## src/rtl/vending_machine.sv

```systemverilog
// Purpose : coin-accumulating vending controller (Moore FSM). The price is 40 units
//           and the coins are worth 10, 20 or 50. Totals above 80 saturate at 80.
// Ports   : clk, reset (sync, active-high), coin[1:0] (00=10, 01=20, 10=50, 11=none),
//           Z (total >= 40), change_given (total > 40).
// Latency : outputs decode the registered state, one cycle after the sampling edge.
module vending_machine (
    input  logic       clk,
    input  logic       reset,
    input  logic [1:0] coin,
    output logic       Z,
    output logic       change_given
);

    // The encoding equals the accumulated total divided by 10, so the adder
    // can work directly on the state value.
    typedef enum logic [3:0] {
        S0  = 4'd0,
        S10 = 4'd1,
        S20 = 4'd2,
        S30 = 4'd3,
        S40 = 4'd4,
        S50 = 4'd5,
        S60 = 4'd6,
        S70 = 4'd7,
        S80 = 4'd8
    } state_t;

    state_t     state_q;
    state_t     state_d;
    logic [3:0] coin_val;
    logic [3:0] sum;

    always_ff @(posedge clk) begin
        if (reset) begin
            state_q <= S0;
        end else begin
            state_q <= state_d;
        end
    end

    // Next state: add the coin value in tens and saturate at S80.
    always_comb begin
        coin_val = 4'd0;
        sum      = 4'd0;
        state_d  = S0;
        case (coin)
            2'b00:   coin_val = 4'd1;
            2'b01:   coin_val = 4'd2;
            2'b10:   coin_val = 4'd5;
            default: coin_val = 4'd0;
        endcase
        case (state_q)
            S0, S10, S20, S30, S40, S50, S60, S70, S80: begin
                // The largest sum is 8 + 5 = 13, which still fits in 4 bits.
                sum = state_q + coin_val;
                if (sum > 4'd8) begin
                    state_d = S80;
                end else begin
                    state_d = state_t'(sum);
                end
            end
            // Encodings 9..15 are unreachable. They recover to S0.
            default: state_d = S0;
        endcase
    end

    // Moore outputs: a pure decode of the registered state. Illegal encodings give 0.
    always_comb begin
        Z            = 1'b0;
        change_given = 1'b0;
        case (state_q)
            S40: Z = 1'b1;
            S50, S60, S70, S80: begin
                Z            = 1'b1;
                change_given = 1'b1;
            end
            default: begin
                Z            = 1'b0;
                change_given = 1'b0;
            end
        endcase
    end

endmodule

```

## config.mk

```make
export PLATFORM = sky130hd
export DESIGN_NAME = vending_machine
export DESIGN_NICKNAME = d
export VERILOG_FILES = /design/src/rtl/vending_machine.sv
export SDC_FILE = /design/constraint.sdc
export NUM_CORES = 1
export LEC_CHECK = 0
export CAP_MARGIN = 5
export CORE_AREA = 10 10 47 49
export CTS_CLUSTER_DIAMETER = 50
export DETAILED_ROUTE_END_ITERATION = 8
export DIE_AREA = 0 0 57 59
export PLACE_DENSITY = 0.48
export SYNTH_ARGS = -nofsm -noshare
export SYNTH_HDL_FRONTEND = slang
export SYNTH_SLANG_ARGS = --single-unit
```

## constraint.sdc

```tcl
create_clock -name clk -period 1.19 [get_ports clk]
set_input_delay 0.119 -clock clk [delete_from_list [all_inputs] [get_ports clk]]
set_output_delay 0.119 -clock clk [all_outputs]
set_load 0.05 [all_outputs]
```

Word-level counts from Yosys, hierarchy flattened
Cells that the tools add are included.
Operators by class
  $add $sub $neg: 1
  order comparisons: 1
  eq/ne operators: 10
  mux-type cells: 4
  bitwise operators: 1
  reduce and logical (&&, ||, !) cells: 7
Operators with widths (number)
  equality test 4 x 3 -> 1 bit, second input constant: 4
  case mux 3 bit (3 select lines): 1
  OR reduction 9 bit: 1
  equality test 4 x 2 -> 1 bit, second input constant: 2
  OR reduction 5 bit: 1
  adder 4 bit: 1
  equality test 4 x 1 -> 1 bit, second input constant: 1
  equality test 4 bit, second input constant: 1
  greater-than comparator 4 bit, second input constant: 1
  logical NOT 4 bit: 1
  two-way mux 4 bit: 1
  OR reduction 4 bit: 1
  OR reduction 3 bit: 1
  equality test 2 x 1 -> 1 bit, second input constant: 1
  equality test 2 bit, second input constant: 1
  logical NOT 2 bit: 1
  two-way mux 1 bit: 2
  OR reduction 2 bit: 1
  NOT 1 bit: 1
Storage, ports and cells
  register bits: 4
  word-level logic and storage cells: 26

Longest topological paths before layout
  word-level depth: 5
  gate-level depth with buffers: 6
  gate-level depth less buffers: 6

Worst setup path after synthesis
No wires, ideal clock.
  kind: register -> output
  start point: reg state_q[3]
  end point: out change_given
  arrival time: 1.528 ns
  data required time: 1.071 ns
  path slack: -0.457 ns
  stages on the path, launching flop included: 3
  cell sequence: dfxtp_1 > nand2b_1 > o21ai_0
Between the ends
  cells in the longest elaborated chain, start to end: 3
RTL lines
  start: declaration: line 28  | state_t state_q;
  start signal: assignment: line 37  | state_q <= state_d;
  equality test 4 x 3 -> 1 bit or equality test 4 bit (tied branches)
  OR reduction 4 bit (*): line 71  | case (state_q)
  two-way mux 1 bit (*): line 71
  end: declaration: line 11  | output logic change_given
Mark *: on every way between the ends. The rest lies on a longest branch, timed or not.

Final worst setup path
  start point: reg state_q[1]
  end point: out Z
Between the ends
  cells in the longest elaborated chain, start to end: 3
RTL lines
  equality test 4 x 3 -> 1 bit or equality test 4 bit (tied branches)
  OR reduction 5 bit (no source line) (*)
  two-way mux 1 bit (*): line 71
  end: declaration: line 10  | output logic Z,
Marks and branches as above.

==> out/qor.csv <==
stage;metric;value;unit
cts;Reg clk slew, reported paths;40;ps
cells_and_area;most frequent cells in the layout;7 x buf_4, 3 x nor2_1, 3 x ha_4, 3 x clkbuf_4;
floorplan;# rows;14;
sta;worst hold margin;560;ps
cells_and_area;commonest non-fill, non-tap cell in the layout;buf_4;
cells_and_area;final net count;55;
sta;TNS Setup;-1600;ps
route;Initial DRT Pass Iterations;3;
cts;root buffer cell;clkbuf_4;
route;DR iter-0 viols;5;
run_status;failing checks;setup timing;
cts;H-tree depth;1;
cts;CTS Buffer Depth;2;
floorplan;IO Pins;6;
synth;Yosys reg bits;4;
critical_path;reg2reg start;state_q[1]$_SDFF_PP0_;
critical_path;r2r worst-path depth;4;
cells_and_area;Final Util;38.0;%
route;DRC errors left;0;
sta;Layout Skew;1.19;ps
power;PD cells;1480;nW/µm²
placement;IO buf count;5;
synth;cell count after synthesis;28;
sta;max-slew violations;0;
route;final antenna-violating net count;0;
placement;dpl hpwl;514;µm
sta;final setup violation count;6;
cells_and_area;Largest regs;state_q: 4 flops;
floorplan;die area;3360;µm²
sta;minimum clock period;1530;ps
cts;Hold Buf Count CTS;0;
cells_and_area;layout cells sized above 1;64.4;%
cells_and_area;Most flops, register;state_q;
critical_path;Worst Path Arrival;1410;ps
critical_path;Critical Path RT;1070;ps
cts;clock insertion delay at the later pin of the skew report;230;ps
synth;sequential fraction of the synthesis area;30.9;%
synth;Mapped Nets;36;
critical_path;Setup crit start;state_q[1]$_SDFF_PP0_;
critical_path;Setup crit end;Z;
synth;Synth Cell Area;259;µm²
cells_and_area;diode count;0;
cells_and_area;area delta synth->final;106;%
floorplan;Initial Util;18.5;%
placement;Placed Area;430;µm²
floorplan;core area;1400;µm²
synth;Distinct cells, synth;16;
flow_run;max-cap check violation count;0;
sta;Slew @ Worst Pin;162;ps
critical_path;startpoint types;flip-flop;
cells_and_area;post-route cell area;533;µm²
critical_path;crit path capture type;output port;
route;DR WL met2;356;µm
cts;CTS tree;done;
sta;Max Clock Freq;655;MHz
global_route;largest net degree at the start of global routing;4;
sta;Final WS setup;-337;ps
synth;syn avg cell area;9.25;µm²
sta;Max transition margin;89.2;%
worst_hold_path;WHS Path Cells;4;
route;WL met3;36;µm
placement;GPL Wtd Cong;0.812;
run_status;status;finished with violations;
global_route;vias in the first global route;265;
floorplan;Die Ht;59;µm
critical_path;crit-path max FO;3;
critical_path;Reg-to-Reg End;state_q[0]$_SDFF_PP0_;
worst_hold_path;Worst Hold Class;primary input to flip-flop;
floorplan;die width;57;µm
critical_path;Crit Path Category;flip-flop to output port;
sta;final worst-path cycle share;128;%
critical_path;FF-to-FF setup slack;-290;ps
power;Lkg Pwr;0.225;nW
sta;Final Hold Fails;0;
cts;CTS Sinks;4;
global_route;Remaining Overflow, GRT;0;
route;DR top layer;met3;
cells_and_area;Largest register FFs;4;
global_route;Total GRT Usage;3.93;%
sta;RSZ-0062 raised after global routing;true;
route;Routed WL;618;µm
power;worst-case vdd ir drop;0.707;mV
route;routed len/inst;10.1;µm
global_route;initial antenna violation count;0;
route;M1 WL;225;µm
cts;TritonCTS buffer count;3;
route;DR vias/cell;4.05;
route;DR vias;247;
global_route;first-pass GRT wire length;1080;µm
synth;synth warn;0;
==> logic make-up after synthesis <==
family / after synthesis / share of synthesized area, %
fa+ha+maj: 4 / 22.2
mux: 1 / 4.35
simple gates: 11 / 22.7
buf+inv: 1 / 1.45
xor+xnor: 1 / 3.38
compound gates: 6 / 15.0
flops: 4 / 30.9
==> how the worst min path moves through the flow <==
stage	start	endpoint	slack, ps
after floorplan	reset	state_q[1]$_SDFF_PP0_	330
after global placement	state_q[3]$_SDFF_PP0_	state_q[1]$_SDFF_PP0_	660
after detailed placement	state_q[0]$_SDFF_PP0_	state_q[0]$_SDFF_PP0_	680
after CTS	coin[0]	state_q[0]$_SDFF_PP0_	550
after global routing	coin[0]	state_q[0]$_SDFF_PP0_	590
final	coin[0]	state_q[0]$_SDFF_PP0_	560
==> metrics by stage <==
step / instances / total power (W) / setup WS, ps
2_1_floorplan: 28 / 0.000380 / -131
3_3_place_gp: 56 / 0.000548 / -508
3_5_place_dp: 56 / 0.000554 / -535
4_1_cts: 61 / 0.000776 / -349
5_1_grt: 61 / 0.000835 / -373
6_report: 61 / 0.000788 / -337
==> power by group <==
part | switching (W) | leakage (nW) | total, W | internal [W]
sequential | 0.0000151 | 0.0336 | 0.000179 | 0.000164
combinational | 0.000209 | 0.177 | 0.000448 | 0.000239
clock | 0.0000484 | 0.0138 | 0.000161 | 0.000112
total | 0.000272 | 0.225 | 0.000788 | 0.000516
==> timing repair <==
action	in CTS	in global routing
gates resized for setup	12	4
pin swaps	6	0
hold endpoints to repair	0	0
endpoints found under the setup margin	6	6
buffers inserted	2	0
==> worst max-delay path, cell delays in order (launching register included) <==
cell	delay (ps)
dfxtp_2	310
or4b_4	550
buf_6	140
nand2_4	50
buf_12	130
==> layout make-up <==
cell class	count	area [µm²]
Fill cell	151	868
Multi-Input combinational cell	23	262
Timing Repair Buffer	14	143
Sequential cell	4	82.6
Clock buffer	3	22.5
Tap cell	16	20.0
Inverter	1	3.75
==> cell usage after synthesis (all sizes together) <==
| library cell | number | area share (%) |
|---|---|---|
| nor2b | 1 | 2.4 |
| a21boi | 2 | 5.8 |
| a21oi | 2 | 3.9 |
| inv | 1 | 1.4 |
| nor2 | 4 | 5.8 |
| xnor2 | 1 | 3.4 |
| fa | 1 | 7.7 |
| o21ai | 1 | 1.9 |
| dfxtp | 4 | 31 |
| mux2 | 1 | 4.3 |
| ha | 3 | 14 |
| nand3 | 2 | 3.9 |
| nand2 | 2 | 2.9 |
| nand2b | 1 | 2.4 |
| a211o | 1 | 3.4 |
| or4b | 1 | 5.3 |
==> routing by layer <==
| layer | vias to the layer above | GRT usage (%) |
|---|---|---|
| li1 | 132 | - |
| met1 | 112 | 3.79 |
| met2 | 3 | 6.51 |
| met3 | 0 | 1.72 |
| met4 | 0 | 3.02 |
| met5 | - | 0 |
(Power assumes the default switching activity.)
